[src/rtl/servo_pkg.sv]
// rtl/servo_pkg.sv - shared servo timing constants and capture FSM encoding.
package servo_pkg;

  localparam int FRAME_BITS     = 20;
  localparam int CLK_DIV_BITS   = 8;
  localparam int OFFSET_TICKS   = 165;
  localparam int MAX_HIGH_TICKS = 1024;
  localparam int TIMEOUT_TICKS  = 8192;
  localparam int FILTER_LEN     = 4;
  localparam int TICK_W         = 12;
  localparam int WIDTH_W        = 20;

  typedef enum logic [1:0] {
    ST_LOST  = 2'd0,
    ST_WAIT  = 2'd1,
    ST_HIGH  = 2'd2,
    ST_STUCK = 2'd3
  } cap_state_e;

endpackage

[src/rtl/pwm_edge_sync.sv]
// rtl/pwm_edge_sync.sv - pwm_in synchronizer, optional glitch filter (SERVO_CAP_FILTER_EN), edge detect.
module pwm_edge_sync
  import servo_pkg::*;
(
  input  logic clk,
  input  logic rst,
  input  logic pwm_in,
  output logic level,
  output logic rise,
  output logic fall
);

  logic       sync1;
  logic       sync2;
  logic       prev;
  logic       armed;
  logic [1:0] settle;

  // A rise only counts once a genuine low has been sampled after reset,
  // so a pulse already in progress at reset release is never decoded.
  always_ff @(posedge clk) begin
    if (rst) begin
      sync1  <= 1'b0;
      sync2  <= 1'b0;
      prev   <= 1'b0;
      armed  <= 1'b0;
      settle <= 2'b00;
    end else begin
      sync1  <= pwm_in;
      sync2  <= sync1;
      prev   <= level;
      settle <= {settle[0], 1'b1};
      if (settle[1] && !sync2) armed <= 1'b1;
    end
  end

`ifdef SERVO_CAP_FILTER_EN
  localparam int CNT_W = $clog2(FILTER_LEN + 1);

  logic             filt;
  logic [CNT_W-1:0] run_cnt;

  always_ff @(posedge clk) begin
    if (rst) begin
      filt    <= 1'b0;
      run_cnt <= '0;
    end else if (sync2 != filt) begin
      if (run_cnt == CNT_W'(FILTER_LEN - 1)) begin
        filt    <= sync2;
        run_cnt <= '0;
      end else begin
        run_cnt <= run_cnt + 1'b1;
      end
    end else begin
      run_cnt <= '0;
    end
  end

  assign level = filt;
`else
  assign level = sync2;
`endif

  assign rise = armed & level & ~prev;
  assign fall = prev & ~level;

endmodule

[src/rtl/servo_pwm_capture.sv]
// rtl/servo_pwm_capture.sv - measures servo PWM high time and recovers the 8-bit position code.
module servo_pwm_capture
  import servo_pkg::*;
#(
  parameter int CLK_DIV_BITS   = servo_pkg::CLK_DIV_BITS,
  parameter int OFFSET_TICKS   = servo_pkg::OFFSET_TICKS,
  parameter int MAX_HIGH_TICKS = servo_pkg::MAX_HIGH_TICKS,
  parameter int TIMEOUT_TICKS  = servo_pkg::TIMEOUT_TICKS
) (
  input  logic       clk,
  input  logic       rst,
  input  logic       pwm_in,
  output logic [7:0] position,
  output logic       pos_valid,
  output logic       range_err,
  output logic       signal_lost
);

  localparam int TO_W = $clog2(TIMEOUT_TICKS + 1);
  localparam logic [WIDTH_W-1:0] WIDTH_SAT = WIDTH_W'((MAX_HIGH_TICKS + 1) << CLK_DIV_BITS);
  localparam logic [WIDTH_W:0]   HALF_TICK = (WIDTH_W + 1)'(1) << (CLK_DIV_BITS - 1);

  logic                    level;
  logic                    rise;
  logic                    fall;
  cap_state_e              state;
  cap_state_e              state_next;
  logic [WIDTH_W-1:0]      width_cnt;
  logic [CLK_DIV_BITS-1:0] div_cnt;
  logic [TO_W-1:0]         timeout_cnt;
  logic                    timeout_hit;
  logic [WIDTH_W:0]        round_sum;
  logic [TICK_W-1:0]       ticks;
  logic [7:0]              conv_pos;
  logic                    conv_err;
  logic [7:0]              position_next;
  logic                    valid_next;
  logic                    err_next;
  logic                    lost_next;

  pwm_edge_sync u_edge (
    .clk    (clk),
    .rst    (rst),
    .pwm_in (pwm_in),
    .level  (level),
    .rise   (rise),
    .fall   (fall)
  );

  // width_cnt lags the true high time by one clock; the +1 restores it.
  assign round_sum   = {1'b0, width_cnt} + (WIDTH_W + 1)'(1) + HALF_TICK;
  assign ticks       = TICK_W'(round_sum >> CLK_DIV_BITS);
  assign timeout_hit = (timeout_cnt == TO_W'(TIMEOUT_TICKS));

  always_comb begin
    conv_pos = 8'd0;
    conv_err = 1'b0;
    if (ticks < TICK_W'(OFFSET_TICKS)) begin
      conv_pos = 8'd0;
      conv_err = 1'b1;
    end else if (ticks > TICK_W'(OFFSET_TICKS + 255)) begin
      conv_pos = 8'd255;
      conv_err = 1'b1;
    end else begin
      conv_pos = 8'(ticks - TICK_W'(OFFSET_TICKS));
    end
  end

  always_comb begin
    state_next    = state;
    position_next = position;
    valid_next    = 1'b0;
    err_next      = 1'b0;
    lost_next     = signal_lost;
    case (state)
      ST_LOST: begin
        if (rise) state_next = ST_HIGH;
      end
      ST_WAIT: begin
        if (rise) begin
          state_next = ST_HIGH;
        end else if (timeout_hit) begin
          state_next = ST_LOST;
          lost_next  = 1'b1;
        end
      end
      ST_HIGH: begin
        if (ticks > TICK_W'(MAX_HIGH_TICKS)) begin
          err_next   = 1'b1;
          state_next = fall ? ST_WAIT : ST_STUCK;
        end else if (fall) begin
          position_next = conv_pos;
          valid_next    = 1'b1;
          err_next      = conv_err;
          lost_next     = 1'b0;
          state_next    = ST_WAIT;
        end else if (timeout_hit) begin
          state_next = ST_LOST;
          lost_next  = 1'b1;
        end
      end
      ST_STUCK: begin
        if (fall) begin
          state_next = ST_WAIT;
        end else if (timeout_hit) begin
          state_next = ST_LOST;
          lost_next  = 1'b1;
        end
      end
      default: state_next = ST_LOST;
    endcase
  end

  always_ff @(posedge clk) begin
    if (rst) begin
      state       <= ST_LOST;
      position    <= 8'd0;
      pos_valid   <= 1'b0;
      range_err   <= 1'b0;
      signal_lost <= 1'b1;
    end else begin
      state       <= state_next;
      position    <= position_next;
      pos_valid   <= valid_next;
      range_err   <= err_next;
      signal_lost <= lost_next;
    end
  end

  always_ff @(posedge clk) begin
    if (rst) begin
      width_cnt <= '0;
    end else if (state != ST_HIGH && state_next == ST_HIGH) begin
      width_cnt <= '0;
    end else if (state == ST_HIGH && level && width_cnt != WIDTH_SAT) begin
      width_cnt <= width_cnt + 1'b1;
    end
  end

  // Tick prescaler and timeout both restart on every rising edge.
  always_ff @(posedge clk) begin
    if (rst || rise) begin
      div_cnt     <= '0;
      timeout_cnt <= '0;
    end else begin
      div_cnt <= div_cnt + 1'b1;
      if ((&div_cnt) && !timeout_hit) timeout_cnt <= timeout_cnt + 1'b1;
    end
  end

endmodule
[config.mk]
export PLATFORM = sky130hd
export DESIGN_NAME = servo_pwm_capture
export DESIGN_NICKNAME = d
export VERILOG_FILES = /design/src/rtl/servo_pkg.sv /design/src/rtl/pwm_edge_sync.sv /design/src/rtl/servo_pwm_capture.sv
export SDC_FILE = /design/constraint.sdc
export NUM_CORES = 1
export LEC_CHECK = 0
export CAP_MARGIN = 25
export CORE_ASPECT_RATIO = 0.5
export CORE_MARGIN = 2
export CORE_UTILIZATION = 55
export DETAILED_ROUTE_END_ITERATION = 10
export GPL_TIMING_DRIVEN = 0
export PLACE_DENSITY = 0.72
export SYNTH_ARGS = -nofsm -noshare
export SYNTH_HDL_FRONTEND = slang
export SYNTH_SLANG_ARGS = --single-unit
export TNS_END_PERCENT = 100
[constraint.sdc]
create_clock -name clk -period 3.2 [get_ports clk]
set_input_delay 0.64 -clock clk [delete_from_list [all_inputs] [get_ports clk]]
set_output_delay 0.64 -clock clk [all_outputs]
set_load 0.05 [all_outputs]
Word level (Yosys, flattened, before mapping) --
Index checks and enable logic that the tools add are counted. W data, S select, Z words.
Storage, ports and cells: register bits after elaboration 61, bits in latches 0, bits in writable memories 0, memory bits (read-only) 0, bits of input ports 3, output and inout port bits 11, word-level logic and storage cells 77, memories 0
Cells by class: add/sub/neg operators 6, multipliers 0, divide/modulo/power cells 0, $lt $le $gt $ge 3, equal/unequal tests 10, shifts and indexed selects 0, mux-type cells 21, bitwise logic cells 7, reduce and logical (&&, ||, !) cells 16
Operator list (count):
- $add A20 B1 Y20 const B | 2
- $add A20 B8 Y20 const B | 1
- $ne A20 B19 Y1 const B | 1
- $mux W8 | 2
- $add A14 B1 Y14 const B | 1
- $eq A14 B14 Y1 const B | 1
- $gt A12 B11 Y1 const B | 1
- $gt A12 B9 Y1 const B | 1
- $lt A12 B8 Y1 const B | 1
- $mux W2 | 6
- $mux W1 | 11
- $add A8 B1 Y8 const B | 1
- $ne A2 B2 Y1 const B | 4
- $pmux W2 S4 | 1
- $reduce_and A8 Y1 | 1
- $sub A8 B8 Y8 const B | 1
- $eq A2 B2 Y1 const B | 3
- $logic_and A1 B1 Y1 | 5
- $not A1 Y1 | 4
- $reduce_and A4 Y1 | 1
- $reduce_or A2 Y1 | 2
- $and A1 B1 Y1 | 3
- $pmux W1 S3 | 1
- $reduce_and A3 Y1 | 1
- 6 further kinds | 7

Logic depth before layout (Yosys ltp) --
depth in word-level cells 8, gate-level depth with buffers 14, mapped depth without buffers 12

Hierarchy --
Synthesis repeated with hierarchy kept, for this count alone.
Unflattened totals: cell total of the unflattened synthesis 424, area, all modules 3529.6 um^2
By module, submodules not included:
- servo_pwm_capture | instances 1, cells each 408, area an instance 3342.0 um^2
- pwm_edge_sync | instances 1, cells each 16, area an instance 187.7 um^2

Least setup slack after synthesis --
OpenSTA, ideal clock, no wires.
path type reg2reg, from register width_cnt[0], to register position[7], setup time 0.118 ns, data arrival time 2.511 ns, data required time 3.082 ns, path slack 0.571 ns, cell stages (with the launch flop) 14, period minus slack after synthesis 2.629 ns, path through dfxtp_1 ha_1 nand4_2 o21ai_1 xnor2_1 ha_1 inv_1 a2111oi_0 a21boi_2 nand3_1 a31o_1 buf_4 nor3_2 o2bb2ai_1
Between the ends: longest elaborated chain between the ends 5, elaborated cells between the ends (all ways) 10, classes of those cells add/sub: 3; order compare: 3; mux: 2; bitwise: 1; reduce/logical: 1
RTL lines:
- start: declaration | RTL line servo_pwm_capture.sv:28 | logic [WIDTH_W-1:0] width_cnt;
- start signal: assignment | RTL line servo_pwm_capture.sv:136 | width_cnt <= width_cnt + 1'b1;
- $add A20 B1 Y20 * | RTL line servo_pwm_capture.sv:51 | assign round_sum = {1'b0, width_cnt} + (WIDTH_W + 1)'(1) + HALF_TICK;
- $add A20 B8 Y20 * | RTL line servo_pwm_capture.sv:51
- $gt A12 B9 Y1, or another cell as far along | RTL line servo_pwm_capture.sv:61 | end else if (ticks > TICK_W'(OFFSET_TICKS + 255)) begin
- $mux W8 / $not A1 Y1 (equally long branches)
- $mux W8 / $reduce_and A3 Y1 (equally long branches)
- end signal: assignment | RTL line servo_pwm_capture.sv:123 | position <= position_next;
- end: declaration | RTL line servo_pwm_capture.sv:13 | output logic [7:0] position,
Every way passes the cells marked *; elsewhere a longest branch is shown, timed or not. A chain may end at the register's enable or synchronous reset.

Worst setup path in the final report --
from register width_cnt[0], to register range_err
Between the ends: longest elaborated chain between the ends 7, elaborated cells between the ends (all ways) 9, classes of those cells add/sub: 2; order compare: 3; mux: 4
RTL lines:
- $add A20 B1 Y20 * | RTL line servo_pwm_capture.sv:51
- $add A20 B8 Y20 * | RTL line servo_pwm_capture.sv:51
- $gt A12 B9 Y1 | RTL line servo_pwm_capture.sv:61
- $mux W1 | RTL line servo_pwm_capture.sv:61
- $mux W1 | RTL line servo_pwm_capture.sv:58 | if (ticks < TICK_W'(OFFSET_TICKS)) begin
- $mux W1 | RTL line servo_pwm_capture.sv:91 | end else if (fall) begin
- $mux W1 * | RTL line servo_pwm_capture.sv:88 | if (ticks > TICK_W'(MAX_HIGH_TICKS)) begin
- end signal: assignment | RTL line servo_pwm_capture.sv:125 | range_err <= err_next;
- end: declaration | RTL line servo_pwm_capture.sv:15 | output logic range_err,
Marks and branches as above.

==> load_flow_metrics.sql <==
INSERT INTO impl_metrics (metric_group, metric, value, unit) VALUES
('layout', 'insertedDiodeCount', '0', ''),
('synthesis', 'ys_types', '67', ''),
('synthesis', 'synthesis.yosys.warnings', '0', ''),
('setup_path', 'critical_path.endpoint_type', 'flop', ''),
('grt', 'grt_pass1_vias', '2873', ''),
('grt', 'largest_net_degree_at_the_start_of_global_routing', '12', ''),
('sta', 'timing_max_transition_violations_final', '0', ''),
('drt', 'num_vias', '2932', ''),
('synthesis', 'netlist_instances', '408', ''),
('layout', 'layout.filler_cells', '529', ''),
('synthesis', 'post_synth_edffs', '0', ''),
('setup_path', 'cp.required', '3400', 'ps'),
('setup_path', 'slowest_delay', '420', 'ps'),
('clock_tree', 'tritoncts.num_buffers', '9', ''),
('setup_path', 'critical_path.max_fanout', '9', ''),
('drt', 'postRouteWirelength', '7980', 'µm'),
('power_and_ir_drop', 'vdd_drop_max', '0.000294', 'V'),
('clock_tree', 'clk_transition_reported_paths', '50', 'ps'),
('drt', 'drt_pass_1_iters', '4', ''),
('synthesis', 'synth_async_sr_flop_share', '0', ''),
('layout', 'layout_common_cells', 'sky130_fd_sc_hd__nor2_1, sky130_fd_sc_hd__dfxtp_1, sky130_fd_sc_hd__xnor2_1, sky130_fd_sc_hd__nand2_1, sky130_fd_sc_hd__xor2_1', ''),
('power_and_ir_drop', 'leakage', '0.00156', 'µW'),
('grt', 'gr-usage-all-layers', '0.251', ''),
('synthesis', 'synth_seq_area_share', '0.348', ''),
('sta', 'max_slew_margin', '0.641', ''),
('place', 'routabilityCongestion', '0.870', ''),
('sta', 'clock-skew-final', '5.40', 'ps'),
('layout', 'drive_gt1_frac', '0.142', ''),
('die', 'die-width', '117', 'µm'),
('clock_tree', 'ctsHtreeMaxLevel', '3', ''),
('synthesis', 'synth_flop_cell', 'sky130_fd_sc_hd__dfxtp_1', ''),
('power_and_ir_drop', 'pwr_density_cell', '464', 'nW/µm²'),
('synthesis', 'ys_seq_elements', '61', ''),
('die', 'core-area', '6110', 'µm²'),
('clock_tree', 'cts_max_path_buffers', '2', ''),
('grt', 'global_route_wire_length_before_repair', '13300', 'µm'),
('layout', 'final_core_util', '0.675', ''),
('clock_tree', 'cts_setup_buffers', '0', ''),
('setup_path', 'worstSetupPathType', 'flop to flop', ''),
('setup_path', 'start_kind', 'flop', ''),
('die', 'die_area', '7070', 'µm²'),
('power_and_ir_drop', 'fin_total_pwr', '1910', 'µW'),
('layout', 'multi_input_comb_area', '2100', 'µm²'),
('place', 'dpl.hpwl', '5650', 'µm'),
('worst_hold_path', 'hold_path.class', 'flop to flop', ''),
('place', 'port-buffer-count', '13', ''),
('die', 'i_o_pin_count', '14', ''),
('setup_path', 'critical-path-slowest-cell', 'sky130_fd_sc_hd__dfxtp_1', ''),
('setup_path', 'cp_cell_sequence', 'ha_2 -> nand4_2 -> o21ai_4 -> xnor2_1 -> ha_1 -> inv_1 -> a2111oi_2 -> a21boi_2 -> nand3_1 -> a31o_1 -> buf_4 -> o21ai_1 -> a21oi_1', ''),
('drt', 'drcViolationCount', '0', ''),
('grt', 'grt_antenna_before_repair', '0', ''),
('layout', 'layout.cells.non_filler', '525', ''),
('die', 'starting_density_of_the_core', '0.575', ''),
('die', 'floorplan.die.height', '60.5', 'µm'),
('clock_tree', 'clkSinkCount', '61', ''),
('setup_path', 'cp_data_arrival_time', '3220', 'ps'),
('layout', 'final_common_cell', 'sky130_fd_sc_hd__nor2_1', ''),
('layout', 'design.final.nets', '442', ''),
('flow_run', 'max_cap_viol_count', '0', ''),
('drt', 'drt.antenna.violating_nets', '0', ''),
('drt', 'detail_route.vias_per_cell', '5.58', ''),
('synthesis', 'syn-cell-area', '3510', 'µm²'),
('drt', 'drt_iter0_drc', '188', ''),
('synthesis', 'synth_area_per_cell', '8.60', 'µm²'),
('sta', 'maxClockFrequency', '0.331', 'GHz'),
('synthesis', 'mappedNetlistNets', '418', ''),
('die', 'placementRows', '20', ''),
('clock_tree', 'clkLatencyLatePin', '340', 'ps'),
('drt', 'wl_per_cell', '15.2', 'µm'),
('sta', 'final.min_clock_period', '3020', 'ps'),
('clock_tree', 'clock_tree_from_tritoncts', 'built', ''),
('layout', 'synth_to_layout_area_growth', '17.4', '%'),
('sta', 'final-setup-viol-count', '0', ''),
('clock_tree', 'cts.root.buffer_cell', 'sky130_fd_sc_hd__clkbuf_16', ''),
('sta', 'worst_pin_slew', '537', 'ps'),
('sta', 'min_period_over_period', '0.943', ''),
('place', 'placed_cells_incl_taps', '509', ''),
('layout', 'layout.area.seq', '1220', 'µm²'),
('grt', 'grt_overflow_total', '0', ''),
('run_status', 'status', 'complete, no violations', ''),
('sta', 'hold_violations', '0', '');
-- synth_stat cells, drive strengths merged (2+ instances only) --
| cell type | count | share of area |
|---|---|---|
| nor2 | 66 | 0.071 |
| dfxtp | 61 | 0.35 |
| nand2 | 29 | 0.032 |
| xnor2 | 29 | 0.072 |
| xor2 | 24 | 0.060 |
| nand3 | 20 | 0.032 |
| buf | 15 | 0.036 |
| o21ai | 15 | 0.025 |
| nand4 | 14 | 0.037 |
| a21oi | 13 | 0.027 |
| inv | 13 | 0.014 |
| nor3 | 12 | 0.026 |
| and3 | 10 | 0.018 |
| clkbuf | 8 | 0.0096 |
| o2bb2ai | 8 | 0.020 |
| ha | 7 | 0.025 |
| and4 | 6 | 0.016 |
| and2 | 5 | 0.0089 |
| nor4 | 5 | 0.011 |
| a211oi | 4 | 0.010 |
| nor2b | 4 | 0.0071 |
| o211ai | 4 | 0.010 |
| or2 | 3 | 0.0053 |
| or4 | 3 | 0.0064 |
| a21boi | 2 | 0.0053 |
| a31oi | 2 | 0.0036 |
| mux2i | 2 | 0.0057 |
| nor4b | 2 | 0.0050 |
| o211a | 2 | 0.0057 |
| o21a | 2 | 0.0043 |
| or3 | 2 | 0.0036 |
-- area by class of cell --
cell class | instances | share of cell area
multi-input cells | 310 | 0.510
flip-flops and latches | 61 | 0.296
clock buffers | 10 | 0.0556
plain buffers | 23 | 0.0392
repair buffers | 13 | 0.0316
clock inverters | 6 | 0.0270
well taps | 88 | 0.0267
inverters | 14 | 0.0137
-- flip-flops by register name, summed over array words and instances, names as in the netlist --
signal and flops:
pos_valid 1, u_edge.prev 1, position 8, u_edge.level 1
u_edge.armed 1, timeout_cnt 14, div_cnt 8, signal_lost 1
state 2, u_edge.sync1 1, width_cnt 20, range_err 1
u_edge.settle 2
-- logic make-up (layout without fill, tap and decap cells) --
kind of cell	after synthesis	count (layout)	synth area share
muxes	2	2	0.00570
buffers and inverters	37	66	0.0610
adders and majority gates	7	7	0.0250
AOI/OAI and AO/OA	62	62	0.136
and+or+nand+nor	186	186	0.292
xor gates and xnor gates	53	53	0.132
DFF	61	61	0.348
-- final timing paths --
kind | startpoint | to | slack [ps] | depth (start not counted)
max | width_cnt[0]$_SDFFE_PP0P_ | range_err$_SDFF_PP0_ | 180 | 13
min | u_edge.settle[0]$_DFF_P_ | u_edge.settle[1]$_SDFF_PP0_ | 460 | 1
min reg2reg | u_edge.settle[0]$_DFF_P_ | u_edge.settle[1]$_SDFF_PP0_ | 460 | 1
max reg2reg | width_cnt[0]$_SDFFE_PP0P_ | range_err$_SDFF_PP0_ | 180 | 13
-- critical path: cells and delay by family (launching register included) --
family / cells / cell delay (ps)
buffers and inverters: 2 / 210
xor gates and xnor gates: 1 / 200
and+or+nand+nor: 2 / 300
DFF: 1 / 420
adders and majority gates: 2 / 450
AOI/OAI and AO/OA: 6 / 1270
-- routing by layer --
metal,up-vias,GRT usage,routed length [µm]
met5,-,0,0
met4,0,0.0874,127
met3,16,0.102,332
met2,56,0.434,3820
met1,1390,0.288,3700
li1,1470,-,-
-- where the power goes --
part	internal (µW)	switching [µW]	total, µW
logic	10.7	21.6	32.2
clock network	760	348	1110
registers	768	5.22	773
total	1540	375	1910
-- through the flow --
stage | TNS (ps) | setup WS, ps | hold slack [ps] | area [µm²]
after detailed placement | -45.2 | -21.1 | 446 | 3750
after global routing | -12.1 | -12.1 | 472 | 4120
final | 0 | 181 | 457 | 4120
after CTS | 0 | 28.7 | 459 | 4100
after global placement | 0 | 73.6 | 419 | 3750
after floorplan | 0 | 571 | 414 | 3510
-- timing repair --
| item | CTS | global route |
|---|---|---|
| endpoints found under the setup margin | 10 | 11 |
| hold buffers | 0 | 0 |
| resized for setup | 2 | 5 |
(Power assumes the default switching activity.)
